[src/rtl/div_pkg.sv]
// +----------------------------------------------------------------------+
// | div_pkg                                                              |
// | Shared types, width helper and special-case result constants for the |
// | iterative divider.                                                   |
// | Revision: 1.0 - initial release                                      |
// +----------------------------------------------------------------------+
`default_nettype none

package div_pkg;

  // Unit sequencing: waiting for work, iterating, holding a result.
  typedef enum logic [1:0] {
    IDLE = 2'd0,
    BUSY = 2'd1,
    DONE = 2'd2
  } div_state_e;

  // Width of the remaining-iteration counter; it must be able to hold XLEN itself.
  function automatic int cnt_w(input int xlen);
    return $clog2(xlen + 1);
  endfunction

  // Divide-by-zero quotient is all ones; signed-overflow remainder is all zeros.
  // Stored as fill bits so every XLEN can replicate them.
  localparam bit DIV0_QUOT_BIT = 1'b1;
  localparam bit OVF_REM_BIT   = 1'b0;

endpackage

`default_nettype wire

[src/rtl/div_iter_unit_if.sv]
// +----------------------------------------------------------------------+
// | div_iter_unit_if                                                     |
// | Request/response handshake bundle for the iterative divider,         |
// | including the pipeline flush.                                        |
// | Revision: 1.0 - initial release                                      |
// +----------------------------------------------------------------------+
`default_nettype none

interface div_iter_unit_if #(
  parameter int XLEN  = 32,
  parameter int TAG_W = 5
);

  logic             flush;
  logic             in_valid;
  logic             in_ready;
  logic             in_sign;
  logic [XLEN-1:0]  in_a;
  logic [XLEN-1:0]  in_b;
  logic [TAG_W-1:0] in_tag;
  logic             out_ready;
  logic             out_valid;
  logic [XLEN-1:0]  out_quot;
  logic [XLEN-1:0]  out_rem;
  logic [TAG_W-1:0] out_tag;

  // Divider side.
  modport slave (
    input  flush, in_valid, in_sign, in_a, in_b, in_tag, out_ready,
    output in_ready, out_valid, out_quot, out_rem, out_tag
  );

  // Issuing/consuming side.
  modport master (
    output flush, in_valid, in_sign, in_a, in_b, in_tag, out_ready,
    input  in_ready, out_valid, out_quot, out_rem, out_tag
  );

endinterface

`default_nettype wire

[src/rtl/div_fixup.sv]
// +----------------------------------------------------------------------+
// | div_fixup                                                            |
// | Conditional two's-complement negate, used both to take operand       |
// | magnitudes and to restore result signs.                              |
// | Revision: 1.0 - initial release                                      |
// +----------------------------------------------------------------------+
`default_nettype none

module div_fixup #(
  parameter int XLEN = 32
) (
  input  logic            neg_i,
  input  logic [XLEN-1:0] val_i,
  output logic [XLEN-1:0] val_o
);

  assign val_o = neg_i ? (~val_i + XLEN'(1)) : val_i;

endmodule

`default_nettype wire

[src/rtl/div_iter_unit.sv]
// +----------------------------------------------------------------------+
// | div_iter_unit                                                        |
// | Radix-2 restoring divider, one quotient bit per cycle, signed or     |
// | unsigned, with tag pass-through, flush and one-cycle special cases.  |
// | Revision: 1.0 - initial release                                      |
// +----------------------------------------------------------------------+
`default_nettype none

module div_iter_unit
  import div_pkg::*;
#(
  parameter int XLEN  = 32,
  parameter int TAG_W = 5
) (
  input  logic           clk_i,
  input  logic           rst_i,
  div_iter_unit_if.slave bus_if
);

  localparam int              CW        = cnt_w(XLEN);
  localparam logic [XLEN-1:0] DIV0_QUOT = {XLEN{DIV0_QUOT_BIT}};
  localparam logic [XLEN-1:0] OVF_REM   = {XLEN{OVF_REM_BIT}};
  localparam logic [XLEN-1:0] INT_MIN   = {1'b1, {(XLEN-1){1'b0}}};

  div_state_e       state_q, state_d;
  logic [CW-1:0]    cnt_q, cnt_d;
  logic [XLEN-1:0]  prem_q, prem_d;    // partial remainder
  logic [XLEN-1:0]  dvd_q, dvd_d;      // dividend in, quotient bits shift in at the LSB
  logic [XLEN-1:0]  dvs_q, dvs_d;      // divisor magnitude
  logic             qs_q, qs_d;
  logic             rs_q, rs_d;
  logic [TAG_W-1:0] tag_q, tag_d;
  logic [XLEN-1:0]  quot_q, quot_d;
  logic [XLEN-1:0]  rem_q, rem_d;
  logic [TAG_W-1:0] otag_q, otag_d;

  logic             rdy, accept, is_div0, is_ovf, last_iter;
  logic [XLEN-1:0]  a_mag, b_mag, q_fix, r_fix, q_step, r_step;
  logic [XLEN:0]    shifted, trial;
  logic             qbit;

  div_fixup #(.XLEN(XLEN)) u_fix_a (
    .neg_i (bus_if.in_sign & bus_if.in_a[XLEN-1]),
    .val_i (bus_if.in_a),
    .val_o (a_mag)
  );

  div_fixup #(.XLEN(XLEN)) u_fix_b (
    .neg_i (bus_if.in_sign & bus_if.in_b[XLEN-1]),
    .val_i (bus_if.in_b),
    .val_o (b_mag)
  );

  div_fixup #(.XLEN(XLEN)) u_fix_q (
    .neg_i (qs_q),
    .val_i (q_step),
    .val_o (q_fix)
  );

  div_fixup #(.XLEN(XLEN)) u_fix_r (
    .neg_i (rs_q),
    .val_i (r_step),
    .val_o (r_fix)
  );

  assign is_div0   = (bus_if.in_b == '0);
  assign is_ovf    = bus_if.in_sign & (bus_if.in_a == INT_MIN) & (bus_if.in_b == '1);
  assign last_iter = (cnt_q == CW'(1));

  // One restoring step: bring in the next dividend bit, keep the trial difference if it did not go negative.
  always_comb begin
    shifted = {prem_q, dvd_q[XLEN-1]};
    trial   = shifted - {1'b0, dvs_q};
    qbit    = ~trial[XLEN];
    r_step  = qbit ? trial[XLEN-1:0] : shifted[XLEN-1:0];
    q_step  = {dvd_q[XLEN-2:0], qbit};
  end

  // Handshake and next-state selection; flush overrides everything, a dropped accept included.
  always_comb begin
    state_d = state_q;
    rdy     = 1'b0;
    case (state_q)
      IDLE:    rdy = 1'b1;
      DONE:    rdy = bus_if.out_ready;
      default: rdy = 1'b0;
    endcase
    accept = bus_if.in_valid & rdy & ~bus_if.flush;
    case (state_q)
      IDLE:    state_d = IDLE;
      BUSY:    if (last_iter) state_d = DONE;
      DONE:    if (bus_if.out_ready) state_d = IDLE;
      default: state_d = IDLE;
    endcase
    if (accept) state_d = (is_div0 | is_ovf) ? DONE : BUSY;
    if (bus_if.flush) state_d = IDLE;
  end

  // Datapath next values: iterate while busy, load operands or special-case results on accept.
  always_comb begin
    cnt_d  = cnt_q;
    prem_d = prem_q;
    dvd_d  = dvd_q;
    dvs_d  = dvs_q;
    qs_d   = qs_q;
    rs_d   = rs_q;
    tag_d  = tag_q;
    quot_d = quot_q;
    rem_d  = rem_q;
    otag_d = otag_q;
    if (state_q == BUSY) begin
      prem_d = r_step;
      dvd_d  = q_step;
      cnt_d  = cnt_q - CW'(1);
      if (last_iter && !bus_if.flush) begin
        quot_d = q_fix;
        rem_d  = r_fix;
        otag_d = tag_q;
      end
    end
    if (accept) begin
      dvd_d  = a_mag;
      dvs_d  = b_mag;
      prem_d = '0;
      cnt_d  = CW'(XLEN);
      qs_d   = bus_if.in_sign & (bus_if.in_a[XLEN-1] ^ bus_if.in_b[XLEN-1]);
      rs_d   = bus_if.in_sign & bus_if.in_a[XLEN-1];
      tag_d  = bus_if.in_tag;
      if (is_div0) begin
        quot_d = DIV0_QUOT;
        rem_d  = bus_if.in_a;
        otag_d = bus_if.in_tag;
      end else if (is_ovf) begin
        quot_d = bus_if.in_a;
        rem_d  = OVF_REM;
        otag_d = bus_if.in_tag;
      end
    end
  end

  // State, iteration and result registers.
  always_ff @(posedge clk_i) begin
    if (rst_i) begin
      state_q <= IDLE;
      cnt_q   <= '0;
      prem_q  <= '0;
      dvd_q   <= '0;
      dvs_q   <= '0;
      qs_q    <= 1'b0;
      rs_q    <= 1'b0;
      tag_q   <= '0;
      quot_q  <= '0;
      rem_q   <= '0;
      otag_q  <= '0;
    end else begin
      state_q <= state_d;
      cnt_q   <= cnt_d;
      prem_q  <= prem_d;
      dvd_q   <= dvd_d;
      dvs_q   <= dvs_d;
      qs_q    <= qs_d;
      rs_q    <= rs_d;
      tag_q   <= tag_d;
      quot_q  <= quot_d;
      rem_q   <= rem_d;
      otag_q  <= otag_d;
    end
  end

  assign bus_if.in_ready  = rdy;
  assign bus_if.out_valid = (state_q == DONE);
  assign bus_if.out_quot  = quot_q;
  assign bus_if.out_rem   = rem_q;
  assign bus_if.out_tag   = otag_q;

endmodule

`default_nettype wire

[src/flat_wrapper.sv]
// flat-port wrapper written by rule: the top's interface ports become plain ports
module div_iter_unit_flat import div_pkg::*;
#(
  parameter int XLEN  = 32,
  parameter int TAG_W = 5
)
  (clk_i, rst_i, bus_if_flush, bus_if_in_valid, bus_if_in_sign, bus_if_in_a, bus_if_in_b, bus_if_in_tag, bus_if_out_ready, bus_if_in_ready, bus_if_out_valid, bus_if_out_quot, bus_if_out_rem, bus_if_out_tag);
  div_iter_unit_if #(.XLEN(XLEN), .TAG_W(TAG_W)) bus_if_i ();
  input  logic clk_i;
  input  logic rst_i;
  input wire logic [$bits(bus_if_i.flush)-1:0] bus_if_flush;
  input wire logic [$bits(bus_if_i.in_valid)-1:0] bus_if_in_valid;
  input wire logic [$bits(bus_if_i.in_sign)-1:0] bus_if_in_sign;
  input wire logic [$bits(bus_if_i.in_a)-1:0] bus_if_in_a;
  input wire logic [$bits(bus_if_i.in_b)-1:0] bus_if_in_b;
  input wire logic [$bits(bus_if_i.in_tag)-1:0] bus_if_in_tag;
  input wire logic [$bits(bus_if_i.out_ready)-1:0] bus_if_out_ready;
  output wire logic [$bits(bus_if_i.in_ready)-1:0] bus_if_in_ready;
  output wire logic [$bits(bus_if_i.out_valid)-1:0] bus_if_out_valid;
  output wire logic [$bits(bus_if_i.out_quot)-1:0] bus_if_out_quot;
  output wire logic [$bits(bus_if_i.out_rem)-1:0] bus_if_out_rem;
  output wire logic [$bits(bus_if_i.out_tag)-1:0] bus_if_out_tag;
  assign bus_if_i.flush = bus_if_flush;
  assign bus_if_i.in_valid = bus_if_in_valid;
  assign bus_if_i.in_sign = bus_if_in_sign;
  assign bus_if_i.in_a = bus_if_in_a;
  assign bus_if_i.in_b = bus_if_in_b;
  assign bus_if_i.in_tag = bus_if_in_tag;
  assign bus_if_i.out_ready = bus_if_out_ready;
  assign bus_if_in_ready = bus_if_i.in_ready;
  assign bus_if_out_valid = bus_if_i.out_valid;
  assign bus_if_out_quot = bus_if_i.out_quot;
  assign bus_if_out_rem = bus_if_i.out_rem;
  assign bus_if_out_tag = bus_if_i.out_tag;
  div_iter_unit #(.XLEN(XLEN), .TAG_W(TAG_W)) u_core (.clk_i(clk_i), .rst_i(rst_i), .bus_if(bus_if_i));
endmodule
[config.mk]
export PLATFORM = sky130hd
export DESIGN_NAME = div_iter_unit_flat
export DESIGN_NICKNAME = d
export VERILOG_FILES = /design/src/rtl/div_pkg.sv /design/src/rtl/div_iter_unit_if.sv /design/src/rtl/div_fixup.sv /design/src/rtl/div_iter_unit.sv /design/src/flat_wrapper.sv
export SDC_FILE = /design/constraint.sdc
export NUM_CORES = 1
export LEC_CHECK = 0
export ABC_AREA = 1
export CORE_ASPECT_RATIO = 1.4
export CORE_UTILIZATION = 46
export DETAILED_ROUTE_END_ITERATION = 10
export GPL_ROUTABILITY_DRIVEN = 0
export PLACE_DENSITY = 0.78
export SKIP_LAST_GASP = 1
export SLEW_MARGIN = 20
export SYNTH_ARGS = -nofsm -noshare
export SYNTH_HDL_FRONTEND = slang
export SYNTH_SLANG_ARGS = --single-unit
[constraint.sdc]
create_clock -name clk_i -period 5.8 [get_ports clk_i]
set_clock_uncertainty 0.15 [all_clocks]
set_input_delay 1.74 -clock clk_i [delete_from_list [all_inputs] [get_ports clk_i]]
set_output_delay 1.74 -clock clk_i [all_outputs]
set_load 0.01 [all_outputs]
==> Word-level counts from Yosys, hierarchy flattened <==
Cells that the tools add are included.
{ "op_classes": {"eq_ne": 7, "n_reduce_logical": 8, "addsub": 6, "bitwise": 15, "mux": 30} }
{ "op_table": {"columns": ["op", "count"], "rows": [
  ["$mux 32", 17],
  ["$add 32x1->32 const B", 4],
  ["$not 32->32", 4],
  ["$eq 32x32->1 const B", 2],
  ["$sub 33x32->33", 1],
  ["$logic_not 32->1", 1],
  ["$mux 5", 5],
  ["$mux 6", 2],
  ["$mux 2", 4],
  ["$and 1x1->1", 7],
  ["$eq 6x1->1 const B", 1],
  ["$sub 6x1->6 const B", 1],
  ["$pmux 2 s2", 1],
  ["$reduce_or 2->1", 2],
  ["$ne 3x1->1 const B", 1],
  ["$ne 3x2->1 const B", 1],
  ["$eq 2x1->1 const B", 1],
  ["$eq 2x2->1 const B", 1],
  ["$logic_not 2->1", 1],
  ["$not 1->1", 2],
  ["$pmux 1 s2", 1],
  ["$reduce_and 2->1", 1],
  ["$reduce_bool 2->1", 1],
  ["$logic_and 1x1->1", 1],
  ["other kinds (3)", 3]
]} }
{ "totals": {"reg_bits": 180, "wordCells": 78, "out_inout_bits": 71, "inputBits": 75} }

==> Longest topological paths before layout <==
{ "logic_depth": {"word_depth": 10, "mapped_depth": 30, "ltp_nobuf": 29} }

==> By module <==
A second synthesis with hierarchy kept.
{ "unflattened": {"hier_cells": 2607, "hier_area_um2": 15362.2} }
{ "by_module_without_submodules": {"columns": ["mod", "cells_per_inst", "seq_area_each_um2", "area_per_inst_um2", "n_inst"], "rows": [
  ["div_iter_unit", 1699, 3603.5, 10928.0, 1],
  ["div_fixup", 227, 0.0, 1108.6, 4]
]} }

==> Worst setup path before layout <==
No wires, ideal clock.
{ "synth_timing": {"path_type": "input port to flip-flop", "startpoint": "input bus_if_in_b[0]", "endpoint": "register u_core.rem_q[23], in the netlist u_core.bus_if.out_rem[23]", "setup_slack_ns": 1.701, "setup_time_ns": 0.132, "t_required_ns": 5.518, "path_buffers": 2, "arrival_ns": 3.817, "stages": 20, "cell_sequence": "inv_1 ha_1 nand2_1 nor2_2 nand3_1 nor3_2 nand2_1 nor2_1 nand2_1 nor2_2 nand3_1 nor3b_1 and2_1 buf_4 nand2_4 nand2_4 buf_4 nor2_1 nand2_1 a21oi_1"} }
{ "synth_between": {"elab_chain_len": 5, "elab_cells_between_ends": 6, "cone_classes": "eq/ne (1); mux (3); bitwise (1); reduce/logical (1)"} }
{ "synth_lines": {"columns": ["item", "line_no", "text"], "rows": [
  ["from (decl)", "flat_wrapper.sv:15", "input wire logic [$bits(bus_if_i.in_b)-1:0] bus_if_in_b;"],
  ["$eq 32x32->1", "div_iter_unit.sv:67", "assign is_ovf = bus_if.in_sign & (bus_if.in_a == INT_MIN) & (bus_if.in_b == '1);"],
  ["$and 1x1->1", "div_iter_unit.sv:67", null],
  ["$mux 32", "div_iter_unit.sv:133", "end else if (is_ovf) begin"],
  ["$mux 32 *", "div_iter_unit.sv:129", "if (is_div0) begin"],
  ["$mux 32 *", "div_iter_unit.sv:121", "if (accept) begin"],
  ["to (signal assigned)", "div_iter_unit.sv:165", "rem_q <= rem_d;"],
  ["to (decl)", "div_iter_unit.sv:34", "logic [XLEN-1:0] rem_q, rem_d;"]
]} }
Mark *: on every way between the ends. The rest lies on a longest branch, timed or not.
A chain may end at the register's enable or synchronous reset.

==> Worst setup path in the final report <==
{ "layout_timing": {"startpoint": "register u_core.dvs_q[0]", "endpoint": "register u_core.quot_q[28], in the netlist u_core.bus_if.out_quot[28]"} }
{ "layout_between": {"elab_chain_len": 10} }
{ "layout_lines": {"columns": ["item", "line_no", "text"], "rows": [
  ["from (decl)", "div_iter_unit.sv:29", "logic [XLEN-1:0] dvs_q, dvs_d;"],
  ["from (signal assigned)", "div_iter_unit.sv:160", "dvs_q <= dvs_d;"],
  ["$sub 33x32->33 *", "div_iter_unit.sv:73", "trial = shifted - {1'b0, dvs_q};"],
  ["$not 1->1 *", "div_iter_unit.sv:74", "qbit = ~trial[XLEN];"],
  ["$not 32->32 *", "div_fixup.sv:17", "assign val_o = neg_i ? (~val_i + XLEN'(1)) : val_i;"],
  ["$add 32x1->32 *", "div_fixup.sv:17", null],
  ["$mux 32 *", "div_fixup.sv:17", null],
  ["$mux 32 *", "div_iter_unit.sv:115", "if (last_iter && !bus_if.flush) begin"],
  ["$mux 32 *", "div_iter_unit.sv:111", "if (state_q == BUSY) begin"],
  ["$mux 32", "div_iter_unit.sv:133", null],
  ["$mux 32", "div_iter_unit.sv:129", null],
  ["$mux 32 *", "div_iter_unit.sv:121", null],
  ["to (signal assigned)", "div_iter_unit.sv:164", "quot_q <= quot_d;"],
  ["to (decl)", "div_iter_unit.sv:33", "logic [XLEN-1:0] quot_q, quot_d;"]
]} }
Marks and branches as above.

==> impl_metrics.csv <==
group,metric,value,unit
detailed_routing,wire_per_inst,17.4,um
finish,layout_common_cells,"nand2_1 (639), inv_1 (352), nor2_1 (235)",
min_path,hold_depth,2,
setup_path,cpMaxStageDelayCell,"nor4b_1",
clocking,post_cts_buffers,0,
finish,fin_nets,2550,
die,ios,146,
finish,drive_gt1_share,4.98,%
clocking,htreeDepth,4,
synth,ys_types,53,
min_path,worstHoldEndpoint,"u_core.tag_q[2]",
sta,max_slew.worst_pin.slew,1.02,ns
sta,relSlewSlack,31.8,%
global_routing,grt_pass1_wl,77500,um
clocking,cts.sinks,180,
synth,syn_nets,2452,
setup_path,cp.arrival,5.30,ns
synth,synthSimpleGateAreaFrac,36.2,%
synth,syn_inst,2337,
setup_path,setup.worst_path.start_class,"register",
clocking,cts_resized,0,
finish,multi_input_area,8510,um2
synth,yosysSeqAreaShare,25.9,%
setup_path,cp_common_cell,"nand2_1",
synth,synthXorXnorAreaFrac,3.40,%
sta,rsz0062_at_grt,"no",
die,dieArea,30900,um2
synth,async_flop_share,0,%
setup_path,path_max_fanout,9,
synth,yosys.area_share.adder,3.66,%
synth,synth_mux_area_share,0,%
setup_path,rr_endpoint,"u_core.bus_if.out_quot[28]",
setup_path,rrSetupSlack,0.76,ns
place,place_hpwl,37500,um
detailed_routing,drc,0,
place,io_buffers,145,
place,placedCellCount,2796,
synth,avgSynthCellArea,5.94,um2
clocking,insertion_delay,0.46,ns
synth,synth-edff-count,0,
synth,synth_area,13900,um2
sta,finalCriticalPeriod,5.04,ns
synth,yosysTopAreaCell,"dfxtp_1",
synth,ys_warn_count,0,
setup_path,ff2ff_path_depth,26,
status,status,"finished clean",
global_routing,antenna_found_initial,0,
clocking,cts-root-buf,"clkbuf_16",
synth,synth.area.top_cells,"dfxtp_1 (26%), nand2_1 (17%), inv_1 (9.5%)",
min_path,hold_path.class,"register to register",
clocking,clockBufferDepth,2,
sta,maxSlewViolCount,0,
synth,synth_ff_type,"dfxtp_1",
power,p_per_area,248,nW/um2
global_routing,grt_usage,32.1,%
die,coreArea,29400,um2
sta,finalCritPeriodShare,87.0,%
synth,synth_top_family_by_area,"simple AND/OR/NAND/NOR gates",
setup_path,crit_type,"register to register",
detailed_routing,viasPerCell,5.61,
sta,fmax,0.198,GHz
finish,fill_cells,2901,
power,p_leak,7.59,nW
detailed_routing,via_count,15900,
synth,yosys.area.top_type_share,25.9,%
finish,num_antenna_cells,0,
setup_path,worst_path_largest_cell_delay,0.47,ns
global_routing,grt_pass1_vias,14900,
global_routing,grt_max_degree,105,
detailed_routing,drtIter0Drc,1477,
die,fp-row-count,74,
die,initial_core_util,47.2,%
setup_path,worstPathRequired,6.05,ns
global_routing,globalRoute.totalOverflow,0,
finish,seqCellArea,3600,um2
power,irDropWorstVdd,0.000210,V
setup_path,r2r_start,"u_core.dvs_q[0]",
clocking,cts_tree,"built",
finish,final_cells,2828,
detailed_routing,first_pass_iters,6,
clocking,cts_buffers,17,
synth,synth_seq_cells,180,
finish,syn_to_final_growth,16.5,%
clocking,path_clk_slew,0.08,ns
sta,setup_viol,0,
detailed_routing,wirelength,49200,um
sta,hold_viol_final,0,
detailed_routing,final_antenna_net_count,0,
clocking,ctsHoldBuffers,0,
setup_path,endpoint_kind,"register",
die,die_width,149,um
synth,synth_compound_area_share,17.9,%
min_path,min_from,"u_core.tag_q[2]",
die,die_h,208,um
finish,final_common_cell,"nand2_1",
sta,tns,0,ns
job,maxCapViolCount,0,
through the flow:
stage | hold WS [ns] | util [%] | power (mW) | instance area (um2) | setup WS, ns
detailed placement | 0.303 | 52.9 | 2.78 | 15600 | 0.443
global placement | 0.287 | 52.9 | 2.76 | 15600 | 0.595
finish | 0.316 | 55.0 | 4.01 | 16200 | 0.756
CTS | 0.315 | 55.0 | 3.98 | 16200 | 0.772
floorplan | 0.280 | - | 2.38 | 13900 | 1.70
global route | 0.334 | 55.0 | 4.23 | 16200 | 0.342
metal layers:
metal	share of wire (%)	track usage [%]
met3	7.2	5.56
met4	9.0	26.9
met2	47	53.9
met1	36	34.9
met5	0	0
cell families after synthesis:
| kind of cell | count (synthesis) |
|---|---|
| buffers and inverters | 454 |
| xor gates and xnor gates | 54 |
| AOI/OAI and AO/OA | 429 |
| DFF | 180 |
| and+or+nand+nor | 1180 |
| adders and majority gates | 40 |
where the power goes:
group          internal (mW)  leakage [nW]  total [mW]  switching (mW)
clock network          0.632         0.293        1.21           0.575
logic                  0.465          5.84        1.47            1.00
registers               1.29          1.47        1.34          0.0498
worst max-delay path by stage:
stage | start | endpoint | slack [ns] | cells past startpoint
2_1_floorplan | bus_if_in_b[0] | u_core.bus_if.out_rem[23] | 1.70 | 20
3_3_place_gp | bus_if_in_a[1] | u_core.bus_if.out_quot[26] | 0.60 | 22
3_5_place_dp | bus_if_in_a[1] | u_core.bus_if.out_rem[22] | 0.44 | 21
4_1_cts | u_core.dvs_q[0] | u_core.bus_if.out_quot[28] | 0.77 | 26
5_1_grt | bus_if_in_a[1] | u_core.bus_if.out_rem[22] | 0.34 | 21
6_report | u_core.dvs_q[0] | u_core.bus_if.out_quot[28] | 0.76 | 26
synthesized netlist by cell type, types with 2 or more instances:
library cell and number:
dfxtp_1 180, o21a_1 3, a31oi_1 29, ha_1 39
nand3_1 153, inv_1 352, or3_1 4, o21ai_2 3
or2_2 7, clkinv_1 5, o22ai_1 15, o21ai_0 121
o31ai_1 7, buf_8 2, inv_2 8, o221ai_1 17
a41oi_1 4, a21oi_1 160, nand4_1 32, o21ai_1 7
nand3_2 2, a21o_1 2, o21bai_1 7, and2_1 5
xor2_1 46, a211oi_1 5, nand2_4 8, clkbuf_1 62
nor3_1 38, a21oi_2 2, nor2_1 237, buf_6 5
nand3b_1 3, nor2_2 10, buf_4 6, buf_2 4
nor4_1 14, nand2_2 19, o211ai_1 45, nand2_1 639
xnor2_1 8, nor4b_1 2, buf_1 10
area by class of cell:
cell class	instances	area share (%)
Sequential cell	180	22.3
Timing Repair Buffer	168	10.0
Multi-Input combinational cell	1703	52.6
Tap cell	380	2.94
Inverter	365	8.47
Clock inverter	13	0.897
Clock buffer	19	2.80
state kept, by name, indices dropped and copies added, names as in the netlist:
| register | cells |
|---|---|
| u_core.bus_if.out_quot | 32 |
| u_core.bus_if.out_rem | 32 |
| u_core.dvd_q | 32 |
| u_core.dvs_q | 32 |
| u_core.prem_q | 32 |
| u_core.cnt_q | 6 |
| u_core.bus_if.out_tag | 5 |
| u_core.tag_q | 5 |
| u_core.state_q | 2 |
| u_core.qs_q | 1 |
| u_core.rs_q | 1 |
critical path: cells and delay by family, from the launching register on:
kind | cells | cell delay (ns)
and+or+nand+nor | 17 | 2.72
buffers and inverters | 2 | 0.12
AOI/OAI and AO/OA | 4 | 0.78
DFF | 1 | 0.40
adders and majority gates | 3 | 0.80
Power figures use the tool's default switching activity.
